<file path="config.mk">
export PLATFORM = sky130hd
export DESIGN_NAME = ifetch
export DESIGN_NICKNAME = d
export VERILOG_FILES = /design/src/rtl/ifetch.sv
export SDC_FILE = /design/constraint.sdc
export NUM_CORES = 1
export LEC_CHECK = 0
export ABC_AREA = 1
export BUFFER_PORTS_ARGS = -buffer_cell sky130_fd_sc_hd__buf_2
export CORE_ASPECT_RATIO = 0.6
export CORE_MARGIN = 8
export CORE_UTILIZATION = 51
export CTS_CLUSTER_DIAMETER = 80
export DETAILED_ROUTE_END_ITERATION = 16
export HOLD_SLACK_MARGIN = 0.15
export PLACE_DENSITY = 0.85
export SYNTH_ARGS = -nofsm -noshare
export SYNTH_HDL_FRONTEND = slang
export SYNTH_SLANG_ARGS = --single-unit
</file>
<file path="constraint.sdc">
create_clock -name i_clk -period 5.8 [get_ports i_clk]
set_clock_uncertainty 0.1 [all_clocks]
set_input_delay 0.87 -clock i_clk [delete_from_list [all_inputs] [get_ports i_clk]]
set_output_delay 0.87 -clock i_clk [all_outputs]
set_load 0.01 [all_outputs]
</file>
<file path="src/rtl/ifetch.sv">
// Instruction fetch stage: credit-limited request issue, in-order response
// capture into a 2-entry FIFO, and flush/restart on redirect.
module ifetch #(
   parameter logic [31:0] RESET_PC = 32'h0000_0000
) (
   input  logic        i_clk,
   input  logic        i_rst,
   output logic        o_imem_req,
   output logic [31:0] o_imem_addr,
   input  logic        i_imem_gnt,
   input  logic        i_imem_rvalid,
   input  logic [31:0] i_imem_rdata,
   output logic        o_inst_valid,
   output logic [31:0] o_inst,
   output logic [31:0] o_pc,
   input  logic        i_inst_ready,
   input  logic        i_redirect,
   input  logic [31:0] i_redirect_pc,
   output logic        o_misaligned
);

   typedef enum logic [0:0] {
      ST_RUN  = 1'b0,
      ST_HALT = 1'b1
   } state_e;

   state_e      state_q, state_d;
   logic [31:0] fetch_pc_q, fetch_pc_d;
   logic [1:0]  out_q, out_d;
   logic [1:0]  drop_q, drop_d;
   logic [1:0]  count_q, count_d;
   logic        rd_ptr_q, rd_ptr_d;
   logic        wr_ptr_q, wr_ptr_d;
   logic        mis_q;
   logic [31:0] fifo_inst_q [2];
   logic [31:0] fifo_pc_q   [2];

   logic        req_s;
   logic        fire_s;
   logic        rsp_s;
   logic        push_s;
   logic        pop_s;
   logic        credit_ok_s;
   logic        redir_aligned_s;
   logic [31:0] rsp_pc_s;

   assign redir_aligned_s = (i_redirect_pc[1:0] == 2'b00);
   assign credit_ok_s     = (({1'b0, out_q} + {1'b0, count_q}) < 3'd2);
   assign fire_s          = req_s & i_imem_gnt;
   // A response with nothing outstanding is ignored rather than underflowing.
   assign rsp_s           = i_imem_rvalid & (out_q != 2'd0);
   assign push_s          = rsp_s & (drop_q == 2'd0) & ~i_redirect;
   assign pop_s           = (count_q != 2'd0) & i_inst_ready & ~i_redirect;
   // With no drops pending, every outstanding request is live, so the oldest
   // one was issued out_q words behind the fetch PC.
   assign rsp_pc_s        = fetch_pc_q - {28'd0, out_q, 2'b00};

   // FSM state register
   always_ff @(posedge i_clk or posedge i_rst) begin
      if (i_rst) begin
         state_q <= ST_RUN;
      end else begin
         state_q <= state_d;
      end
   end

   // FSM next state: any redirect decides RUN or HALT from target alignment
   always_comb begin
      state_d = state_q;
      if (i_redirect) begin
         if (redir_aligned_s) begin
            state_d = ST_RUN;
         end else begin
            state_d = ST_HALT;
         end
      end else begin
         state_d = state_q;
      end
   end

   // FSM outputs: request issue under the credit limit
   always_comb begin
      req_s = 1'b0;
      case (state_q)
         ST_RUN:  req_s = credit_ok_s & ~i_redirect & ~i_rst;
         ST_HALT: req_s = 1'b0;
         default: req_s = 1'b0;
      endcase
   end

   // Fetch PC, outstanding and drop counters
   always_comb begin
      fetch_pc_d = fetch_pc_q;
      out_d      = out_q;
      drop_d     = drop_q;
      if (i_redirect) begin
         out_d  = out_q - {1'b0, rsp_s};
         drop_d = out_q - {1'b0, rsp_s};
         if (redir_aligned_s) begin
            fetch_pc_d = i_redirect_pc;
         end else begin
            fetch_pc_d = fetch_pc_q;
         end
      end else begin
         if (fire_s) begin
            fetch_pc_d = fetch_pc_q + 32'd4;
         end else begin
            fetch_pc_d = fetch_pc_q;
         end
         case ({fire_s, rsp_s})
            2'b10:   out_d = out_q + 2'd1;
            2'b01:   out_d = out_q - 2'd1;
            default: out_d = out_q;
         endcase
         if (rsp_s && (drop_q != 2'd0)) begin
            drop_d = drop_q - 2'd1;
         end else begin
            drop_d = drop_q;
         end
      end
   end

   // FIFO pointer and occupancy next state
   always_comb begin
      rd_ptr_d = rd_ptr_q;
      wr_ptr_d = wr_ptr_q;
      count_d  = count_q;
      if (i_redirect) begin
         rd_ptr_d = 1'b0;
         wr_ptr_d = 1'b0;
         count_d  = 2'd0;
      end else begin
         if (push_s) begin
            wr_ptr_d = ~wr_ptr_q;
         end else begin
            wr_ptr_d = wr_ptr_q;
         end
         if (pop_s) begin
            rd_ptr_d = ~rd_ptr_q;
         end else begin
            rd_ptr_d = rd_ptr_q;
         end
         case ({push_s, pop_s})
            2'b10:   count_d = count_q + 2'd1;
            2'b01:   count_d = count_q - 2'd1;
            default: count_d = count_q;
         endcase
      end
   end

   // Control registers
   always_ff @(posedge i_clk or posedge i_rst) begin
      if (i_rst) begin
         fetch_pc_q <= RESET_PC;
         out_q      <= 2'd0;
         drop_q     <= 2'd0;
         count_q    <= 2'd0;
         rd_ptr_q   <= 1'b0;
         wr_ptr_q   <= 1'b0;
         mis_q      <= 1'b0;
      end else begin
         fetch_pc_q <= fetch_pc_d;
         out_q      <= out_d;
         drop_q     <= drop_d;
         count_q    <= count_d;
         rd_ptr_q   <= rd_ptr_d;
         wr_ptr_q   <= wr_ptr_d;
         mis_q      <= i_redirect & ~redir_aligned_s;
      end
   end

   // FIFO storage, written only on push
   always_ff @(posedge i_clk or posedge i_rst) begin
      if (i_rst) begin
         fifo_inst_q[0] <= 32'h0000_0000;
         fifo_inst_q[1] <= 32'h0000_0000;
         fifo_pc_q[0]   <= 32'h0000_0000;
         fifo_pc_q[1]   <= 32'h0000_0000;
      end else if (push_s) begin
         fifo_inst_q[wr_ptr_q] <= i_imem_rdata;
         fifo_pc_q[wr_ptr_q]   <= rsp_pc_s;
      end
   end

   assign o_imem_req   = req_s;
   assign o_imem_addr  = fetch_pc_q;
   assign o_inst_valid = (count_q != 2'd0);
   assign o_inst       = fifo_inst_q[rd_ptr_q];
   assign o_pc         = fifo_pc_q[rd_ptr_q];
   assign o_misaligned = mis_q;

endmodule

</file>
==> results of run 1 <==
[registers in the layout, indices dropped and copies added, names as in the netlist]
register and flops:
o_misaligned 1, fifo_inst_q 64, out_q 2, o_imem_addr 32, count_q 2, drop_q 2, state_q 1, rd_ptr_q 1
wr_ptr_q 1, fifo_pc_q 64
[worst max-delay path, cell delays in order (launching register included)]
cell	delay [ps]
dfrtp_1	450
nand2_1	80
inv_1	50
fa_1	420
nor2_1	150
nand4_1	590
nand2_1	900
inv_2	410
nor2_1	210
nand2_1	70
o21ai_0	60
[cell type report]
cell class / count / area (um2)
Clock buffer: 17 / 425
Multi-Input combinational cell: 998 / 4310
Timing Repair Buffer: 173 / 891
Sequential cell: 170 / 4260
Tap cell: 240 / 300
Fill cell: 1710 / 7210
Inverter: 109 / 414
Clock inverter: 15 / 161
[cell families (layout without fill, tap and decap cells)]
| family | after synthesis | count (layout) | synth area share |
|---|---|---|---|
| flops | 170 | 170 | 0.457 |
| xor+xnor | 18 | 18 | 0.0169 |
| compound gates | 154 | 154 | 0.0882 |
| simple gates | 819 | 819 | 0.347 |
| fa+ha+maj | 7 | 7 | 0.0110 |
| buf+inv | 172 | 314 | 0.0795 |
[final timing paths]
| check | from | endpoint | slack [ps] | cells after the start |
|---|---|---|---|---|
| worst max-delay path | out_q[0] | o_imem_addr[12] | 2190 | 10 |
| worst min-delay path | fifo_pc_q[27] | fifo_pc_q[27] | 380 | 2 |
| worst max register to register | out_q[0] | o_imem_addr[12] | 2190 | 10 |
| worst min register to register | fifo_pc_q[27] | fifo_pc_q[27] | 380 | 2 |
| max in group asynchronous | i_rst | o_imem_addr[24] | 4240 | 3 |
| min in group asynchronous | i_rst | fifo_inst_q[22] | 660 | 3 |
[power by group]
part | switching (W) | leakage, nW | internal (W)
Sequential | 0.000412 | 2.17 | 0.00166
Clock | 0.000543 | 0.289 | 0.000576
Combinational | 0.00126 | 3.38 | 0.000710
[cell usage in the layout, fill, tap and decap left out, drive strengths merged]
master,instances
a21oi,7
a2bb2oi,2
a31oi,5
and2,1
and3,1
buf,173
clkbuf,17
clkinv,11
clkinvlp,1
dfrtp,170
fa,2
ha,5
inv,112
nand2,607
nand3,66
nand3b,1
nand4,7
nor2,133
nor3,1
o211ai,1
o21ai,136
o22ai,3
or2,2
xor2,18
[per-layer routing]
layer  part of all wire  wire length [um]  vias to the layer above
met4              0.015               400                        0
met1               0.45             12000                     4159
li1                   -                 -                     4422
met3               0.11              2850                       41
met2               0.43             11500                      387
met5                  0                 0                        -
[metrics by stage]
stage | cells | worst slack (ps) | util | total power, W
6_report | 1722 | 2190 | 0.599 | 0.00516
5_1_grt | 1722 | 1860 | 0.599 | 0.00555
4_1_cts | 1722 | 2200 | 0.599 | 0.00517
3_5_place_dp | 1690 | 2170 | 0.566 | 0.00404
3_3_place_gp | 1690 | 2310 | 0.566 | 0.00395
2_1_floorplan | 1340 | 773 | - | 0.00330
==> reports/summary.txt, run 1 <==
result of the run: completed
required arrival time at the worst endpoint: 6030 ps
part of the Yosys area used for sequential elements: 0.457
first-pass GRT wire length: 43600 um
number of gates given a new drive strength after cts: 0
# clock sinks: 170
most common cell in the netlist: nand2_1
number of hold-repair buffers added at the cts stage: 0
setup TNS after final layout: 0 ps
H-tree depth reported by CTS: 4
number of pins exceeding their max-slew limit in the final report: 0
global-route track usage on met3: 0.0719
total wire length: 26700 um
RSZ-0062 raised after global routing: no
critical path launch point type: flip-flop
clock tree root driver cell: clkbuf_16
Min Clock Period, post-route: 3610 ps
total gr overflow: 0
Distinct cells, synth: 33
die outline height: 121 um
slew at the pin closest to its max-slew limit: 1120 ps
post-route ant nets: 0
crit path max fanout: 27
nets: 1546
Period Utilization, post-route: 0.623
number of warnings printed during yosys synthesis: 0
number of global-route vias before repair: 8483
area share of the largest cell type after synthesis: 0.457
ANT cells: 0
areal power density over the cells: 479 nW/um2
routing usage on met1: 0.325
pin count of the biggest net entering global routing: 172
mean routed wirelength per cell: 15.5 um
number of enable-type register cells in the synthesized netlist: 0
class of the tightest hold or removal check: reg2reg
worst skew pair latency: 420 ps
synthesized netlist net count: 1417
number of placed I/O pins: 169
cell area after synthesis: 9310 um2
floorplan die area: 23000 um2
Via Count: 9009
proportion of layout cells with a drive suffix above 1: 0.153
Area contributors post-synth: dfrtp_1 (46%), nand2_1 (24%), nor2_1 (5.2%), o21ai_0 (4.4%), inv_1 (4.2%)
Final Hold Viols: 0
drt initial violations: 894
number of buffers on the longest clock path: 2
antenna violations before repair: 0
core area: 18000 um2
normalized max-slew margin: 0.250
static leakage: 5.84 nW
commonest register cell after synthesis: dfrtp_1
register clock-pin slew on the reported worst setup and hold paths: 80 ps
die width: 190 um
post-CTS setup buffer count: 0
hpwl dp: 18900 um
number of standard-cell rows in the floorplan: 38
worst hold-check slack: 381 ps
flip-flop and latch count after synthesis: 170
clock buffers created by TritonCTS: 17
arrival time at the worst endpoint: 3840 ps
cell accounting for the most synthesized area: dfrtp_1
PortBufs: 168
detailed-routing iteration count for the pre-antenna-repair pass: 6
via density per instance: 5.23
instance count of the mapped netlist: 1340
Remaining DRCs: 0
starting density of the core: 0.518
number of endpoints failing setup at the final stage: 0
asr flop ratio synth: 1.00
kind of end point of the critical path: flip-flop
IR Drop Worst-Case VDD: 0.246 mV
most crowded layer after global routing: met2
Max-Cap Viols: 0
Synth top cells by count: nand2_1 (606), dfrtp_1 (170), nor2_1 (129)
last weighted congestion value of the routability-driven placer: 0.973
all-layer global routing usage: 0.232
area of all placed cells without fillers: 10800 um2
CTS tree: built
average instance area after synthesis: 6.95 um2
highest attainable clock frequency: 277 MHz
Placement Cell Area: 10200 um2
layout-stage area growth over the synthesis result: 15.6%
crit path kind: reg2reg
Global Route met2 Usage: 0.350
Note: power is estimated with default switching activity, not from simulation.
==> run 2: changes to the inputs <==
==> config.mk (replaced) <==
export PLATFORM = sky130hd
export DESIGN_NAME = ifetch
export DESIGN_NICKNAME = d
export VERILOG_FILES = /design/src/rtl/ifetch.sv
export SDC_FILE = /design/constraint.sdc
export NUM_CORES = 1
export LEC_CHECK = 0
export ABC_AREA = 0
export BUFFER_PORTS_ARGS = -buffer_cell sky130_fd_sc_hd__buf_2
export CORE_ASPECT_RATIO = 0.6
export CORE_MARGIN = 8
export CORE_UTILIZATION = 55
export CTS_CLUSTER_DIAMETER = 80
export DETAILED_ROUTE_END_ITERATION = 16
export HOLD_SLACK_MARGIN = 0.15
export PLACE_DENSITY = 0.88
export SYNTH_ARGS = -nofsm -noshare
export SYNTH_HDL_FRONTEND = slang
export SYNTH_SLANG_ARGS = --single-unit
==> constraint.sdc (replaced) <==
create_clock -name i_clk -period 3.4 [get_ports i_clk]
set_clock_uncertainty 0.1 [all_clocks]
set_input_delay 0.51 -clock i_clk [delete_from_list [all_inputs] [get_ports i_clk]]
set_output_delay 0.51 -clock i_clk [all_outputs]
set_load 0.01 [all_outputs]
==> run 2 against run 1 <==
Against the previous run: synthesized cell count decreased by 40%; sequential cell count unchanged; critical endpoint is now o_imem_req; power increased by 56%.
==> reports/summary.txt, run 2 <==
result of the run: completed
commonest register cell after synthesis: dfrtp_1
sequential cell area: 4260 um2
buffers plus inverters on the worst setup path: 1
highest attainable clock frequency: 340 MHz
critical path launch point type: flip-flop
Final Hold Viols: 0
Via Count: 6906
worst skew pair latency: 420 ps
Period Utilization, post-route: 0.864
average instance area after synthesis: 10.8 um2
Final Power: 0.00807 W
CTS tree: built
worst slack at placement: 505 ps
fill cell instance count of the final layout: 1208
layout-stage area growth over the synthesis result: 18.4%
cell internal power dissipation: 0.00519 W
floorplan die area: 20200 um2
last weighted congestion value of the routability-driven placer: 0.914
detailed-routing iteration count for the pre-antenna-repair pass: 6
combinational share of power: 0.347
number of warnings printed during yosys synthesis: 0
proportion of layout cells with a drive suffix above 1: 0.390
most common cell in the netlist: dfrtp_1
asr flop ratio synth: 1.00
part of the power in registers: 0.414
number of buffers on the longest clock path: 2
number of enable-type register cells in the synthesized netlist: 0
number of hold-repair buffers added at the cts stage: 1
cell accounting for the most synthesized area: dfrtp_1
PortBufs: 168
global-route track usage on met3: 0.0544
via density per instance: 5.94
largest stage delay on the critical path: 460 ps
area of all placed cells without fillers: 10300 um2
Sw Share: 0.357
area of the multi-input gates: 4110 um2
Placement Cell Area: 9690 um2
cell area after synthesis: 8690 um2
ANT cells: 0
number of standard-cell rows in the floorplan: 35
slew at the pin closest to its max-slew limit: 894 ps
part of the Yosys area used for sequential elements: 0.489
number of global-route vias before repair: 7025
RSZ-0062 raised after global routing: no
arrival time at the worst endpoint: 2330 ps
required arrival time at the worst endpoint: 2790 ps
total wire length: 22400 um
setup TNS after final layout: 0 ps
Min Clock Period, post-route: 2940 ps
hpwl dp: 15900 um
H-tree depth reported by CTS: 4
most crowded layer after global routing: met2
antenna violations before repair: 0
core area: 15400 um2
clock tree root driver cell: clkbuf_16
IR Drop Worst-Case VDD: 0.421 mV
count of cell instances traversed by the critical path: 5
post-layout worst setup margin: 461 ps
hold wc startpoint: i_redirect_pc[21]
synthesized netlist net count: 883
Global Route met2 Usage: 0.344
die width: 178 um
number of gates given a new drive strength after cts: 0
flip-flop and latch count after synthesis: 170
Remaining DRCs: 0
most common cell after layout, fill and taps aside: dfrtp_1
Distinct cells, synth: 61
kind of end point of the critical path: primary output
# clock sinks: 170
instance count of the mapped netlist: 806
post-route ant nets: 0
crit path max fanout: 7
first-pass GRT wire length: 36900 um
R2R cell count: 9
Switch Pwr: 0.00288 W
endpoint with the worst hold slack: o_imem_addr[21]
cell-by-cell listing of the critical path: and2_1 -> fa_1 -> nor4_2 -> nor2b_1 -> buf_2
class of the tightest hold or removal check: in2reg
Clk network pwr share: 0.239
drt initial violations: 791
static leakage: 4.81 nW
Synth top cells by count: dfrtp_1 (170), mux2_2 (136), nor2_1 (68)
area share of the largest cell type after synthesis: 0.489
total gr overflow: 0
routing usage on met1: 0.317
number of endpoints failing setup at the final stage: 0
worst reg2reg path endpoint: fifo_pc_q[54]
Area contributors post-synth: dfrtp_1 (49%), mux2_2 (18%), nor2_1 (2.9%), a21oi_1 (2.7%), nand2_1 (2.6%)
worst hold path cell count: 3
post-CTS setup buffer count: 0
pin count of the biggest net entering global routing: 107
register clock-pin slew on the reported worst setup and hold paths: 70 ps
clock buffers created by TritonCTS: 17
nets: 1024
cell type group with the largest total delay on the critical path: simple AND/OR/NAND/NOR gates
commonest non-fill, non-tap cells in the layout: dfrtp_1 (169), buf_2 (168), mux2_2 (136)
Max-Cap Viols: 0
critical register-to-register path startpoint: o_imem_addr[2]
areal power density over the cells: 784 nW/um2
number of pins exceeding their max-slew limit in the final report: 0
die outline height: 113 um
normalized max-slew margin: 0.404
mean routed wirelength per cell: 19.3 um
crit path kind: reg2out
starting density of the core: 0.564
all-layer global routing usage: 0.226
Worst R2R Setup Slack: 490 ps
number of placed I/O pins: 169
cell with the largest stage delay on the worst path: fa_1
[run 2: worst register-to-register path: cells and delay by family (launching register included)]
family	cells	cell delay, ps
and+or+nand+nor	3	1050
adders and majority gates	2	590
DFF	1	420
muxes	1	310
buffers and inverters	2	160
xor gates and xnor gates	1	160
[run 2: worst max-delay path by stage]
stage	slack, ps	startpoint	endpoint
after global routing	330	out_q[0]	o_imem_req
after floorplan	620	i_rst	count_q[0]
final	460	out_q[0]	o_imem_req
after global placement	620	o_imem_addr[2]	fifo_pc_q[54]
after detailed placement	510	o_imem_addr[2]	fifo_pc_q[54]
after CTS	450	out_q[0]	o_imem_req
[run 2: power by group through the flow]
stage               sequential [W]  clock, W  combinational (W)
finish                     0.00334   0.00193            0.00280
global route               0.00344   0.00204            0.00309
CTS                        0.00333   0.00196            0.00284
detailed placement         0.00336         0            0.00280
global placement           0.00330         0            0.00273
floorplan                  0.00312         0            0.00198
[run 2: logic make-up after synthesis]
family                     synth area share
AOI/OAI and AO/OA                    0.0930
xor gates and xnor gates             0.0373
adders and majority gates            0.0118
buffers and inverters                0.0387
DFF                                   0.489
muxes                                 0.187
and+or+nand+nor                       0.143
[run 2: layout make-up]
| class | count | share of cell area |
|---|---|---|
| clock inverter | 14 | 0.0153 |
| clock buffer | 18 | 0.0417 |
| inverter | 15 | 0.00584 |
| multi-input combinational | 558 | 0.400 |
| timing repair buffer | 185 | 0.0992 |
| sequential | 170 | 0.414 |
| tap | 203 | 0.0247 |
[run 2: per-layer routing]
layer | vias up | wire length, um
li1 | 3158 | -
met2 | 324 | 10200
met5 | - | 0
met3 | 41 | 2080
met1 | 3383 | 9780
met4 | 0 | 321
[run 2: stage by stage]
step | instances | hold slack (ps) | utilization
final | 1163 | 210 | 0.667
after floorplan | 806 | 346 | -
after detailed placement | 1130 | 367 | 0.629
after CTS | 1163 | 204 | 0.667
after global routing | 1163 | 217 | 0.667
after global placement | 1130 | 358 | 0.629
==> run 3: changes to the inputs <==
--- a/config.mk
+++ b/config.mk
@@ -5,7 +5,7 @@
 export SDC_FILE = /design/constraint.sdc
 export NUM_CORES = 1
 export LEC_CHECK = 0
-export ABC_AREA = 0
+export ABC_AREA = 1
 export BUFFER_PORTS_ARGS = -buffer_cell sky130_fd_sc_hd__buf_2
 export CORE_ASPECT_RATIO = 0.6
 export CORE_MARGIN = 8
@@ -13,7 +13,7 @@
 export CTS_CLUSTER_DIAMETER = 80
 export DETAILED_ROUTE_END_ITERATION = 16
 export HOLD_SLACK_MARGIN = 0.15
-export PLACE_DENSITY = 0.88
+export PLACE_DENSITY = 0.87
 export SYNTH_ARGS = -nofsm -noshare
 export SYNTH_HDL_FRONTEND = slang
 export SYNTH_SLANG_ARGS = --single-unit
==> run 3 against run 2 <==
Against the previous run: sequential share of layout area is 2.1 points lower; final area is 5.3% higher; via count is 31% higher; combinational power is 20% higher; wire length is 20% higher; die area is 6.3% higher; sequential power is 6.0% higher; sequential cell count stayed put; clock-buffer cell count is 1 lower; worst setup slack better by 210 ps; clock power hardly changed; critical path depth is 6 higher; critical path type is now reg2reg; largest cell class is now multi-input combinational cells; largest power group unchanged.
==> reports/summary.txt, run 3 (synthesized netlist as in run 1, its figures left out) <==
nets: 1551
required arrival time at the worst endpoint: 3630 ps
number of placed instances with taps included: 1683
number of pins exceeding their max-slew limit in the final report: 0
cell with the largest stage delay on the worst path: dfrtp_1
# clock sinks: 170
kind of end point of the critical path: flip-flop
post-layout worst setup margin: 668 ps
Remaining DRCs: 0
H-tree depth reported by CTS: 4
number of placed I/O pins: 169
detailed-routing iteration count for the pre-antenna-repair pass: 6
worst hold path cell count: 3
Period Utilization, post-route: 0.803
static leakage: 5.88 nW
class of the tightest hold or removal check: in2reg
areal power density over the cells: 817 nW/um2
Critical Path Start: out_q[0]
post-route insts no fill: 1715
Min Clock Period, post-route: 2730 ps
die outline height: 117 um
CTS tree: built
total gr overflow: 0
last weighted congestion value of the routability-driven placer: 1.00
crit path max fanout: 27
die width: 184 um
setup TNS after final layout: 0 ps
number of global-route vias before repair: 8514
largest stage delay on the critical path: 450 ps
crit path capture: o_imem_addr[14]
Worst R2R Setup Slack: 670 ps
worst slack at placement: 764 ps
normalized max-slew margin: 0.373
Final Power: 0.00885 W
number of endpoints failing setup at the final stage: 0
result of the run: completed
most common cell after layout, fill and taps aside: nand2_1
Max-Cap Viols: 0
IR Drop Worst-Case VDD: 0.399 mV
all-layer global routing usage: 0.257
pin count of the biggest net entering global routing: 171
fill cell instance count of the final layout: 1520
worst skew pair latency: 430 ps
starting density of the core: 0.568
Final Hold Viols: 0
worst hold-check slack: 224 ps
RSZ-0062 raised after global routing: no
R2R cell count: 11
core area: 16400 um2
register clock-pin slew on the reported worst setup and hold paths: 80 ps
cell type group with the largest total delay on the critical path: simple AND/OR/NAND/NOR gates
number of hold-repair buffers added at the cts stage: 0
clock buffers created by TritonCTS: 17
via density per instance: 5.26
cell-by-cell listing of the critical path: nand2_1 -> inv_1 -> fa_1 -> nor2_1 -> nand4_1 -> buf_4 -> nand2_2 -> inv_2 -> nor2_1 -> nand2_1 -> o21ai_0
number of buffers on the longest clock path: 2
clock tree root driver cell: clkbuf_16
PortBufs: 168
slew at the pin closest to its max-slew limit: 941 ps
highest attainable clock frequency: 366 MHz
crit path kind: reg2reg
layout-stage area growth over the synthesis result: 16.4%
antenna violations before repair: 0
number of standard-cell rows in the floorplan: 36
ANT cells: 0
hpwl dp: 19300 um
mean routed wirelength per cell: 15.7 um
worst reg2reg path endpoint: o_imem_addr[14]
proportion of layout cells with a drive suffix above 1: 0.157
post-route ant nets: 0
total wire length: 26900 um
critical register-to-register path startpoint: out_q[0]
number of gates given a new drive strength after cts: 0
count of cell instances traversed by the critical path: 11
first-pass GRT wire length: 44100 um
buffers plus inverters on the worst setup path: 3
critical path launch point type: flip-flop
arrival time at the worst endpoint: 2970 ps
drt initial violations: 1182
post-CTS setup buffer count: 0
Via Count: 9016
floorplan die area: 21500 um2
commonest non-fill, non-tap cells in the layout: nand2_1 (605), dfrtp_1 (169), buf_2 (168)
==> run 3: changes by cell type in the layout (fill, tap and decap cells not counted), moves of 9 or more <==
cell / previous run / this run
nand2_1: 60 / 605
o21ai_1: 10 / 47
a21oi_1: 47 / 7
nand3_1: 16 / 66
xnor2_1: 16 / 0
nor2_1: 68 / 129
inv_1: 13 / 104
mux2_2: 136 / 0
and3_1: 13 / 1
nor4_1: 9 / 0
nor3_1: 12 / 0
o21ai_0: 38 / 81
==> run 3: metal layers <==
layer | GRT usage | part of all wire | up-vias | routed length [um]
met5 | 0 | 0 | - | 0
met4 | 0.0653 | 0.011 | 0 | 309
met3 | 0.0671 | 0.11 | 25 | 2900
met2 | 0.375 | 0.43 | 429 | 11500
met1 | 0.375 | 0.45 | 4142 | 12200
li1 | - | - | 4420 | -
==> run 3: worst reg2reg max path, stage by stage, from the launching register on <==
cell     delay (ps)
dfrtp_1         450
nand2_1          80
inv_1            50
fa_1            430
nor2_1          170
nand4_1         130
buf_4           220
nand2_2         390
inv_2           330
nor2_1          180
nand2_1          60
o21ai_0          60
==> run 3: worst min-delay path by stage <==
| stage | start | to | slack [ps] |
|---|---|---|---|
| floorplan | fifo_pc_q[5] | fifo_pc_q[5] | 340 |
| finish | i_redirect_pc[8] | o_imem_addr[8] | 220 |
| global route | i_imem_rdata[12] | fifo_inst_q[44] | 240 |
| global placement | fifo_pc_q[7] | fifo_pc_q[7] | 360 |
| detailed placement | fifo_pc_q[7] | fifo_pc_q[7] | 360 |
| CTS | i_redirect_pc[8] | o_imem_addr[8] | 210 |
==> run 3: layout make-up <==
class | count | area (um2) | share of cell area
well taps | 228 | 285 | 0.0263
inverters | 109 | 414 | 0.0382
flip-flops and latches | 170 | 4260 | 0.393
repair buffers | 178 | 966 | 0.0892
clock buffers | 17 | 425 | 0.0393
clock inverters | 15 | 173 | 0.0159
multi-input cells | 998 | 4320 | 0.398
==> run 3: power breakdown <==
| group | internal [W] | switching, W |
|---|---|---|
| registers | 0.00284 | 0.000705 |
| clock network | 0.000992 | 0.000946 |
| logic | 0.00123 | 0.00214 |
==> run 3: stage by stage <==
| stage | utilization | instance area, um2 |
|---|---|---|
| 6_report | 0.661 | 10800 |
| 5_1_grt | 0.661 | 10800 |
| 4_1_cts | 0.661 | 10800 |
| 3_5_place_dp | 0.624 | 10200 |
| 3_3_place_gp | 0.624 | 10200 |
| 2_1_floorplan | - | 9320 |
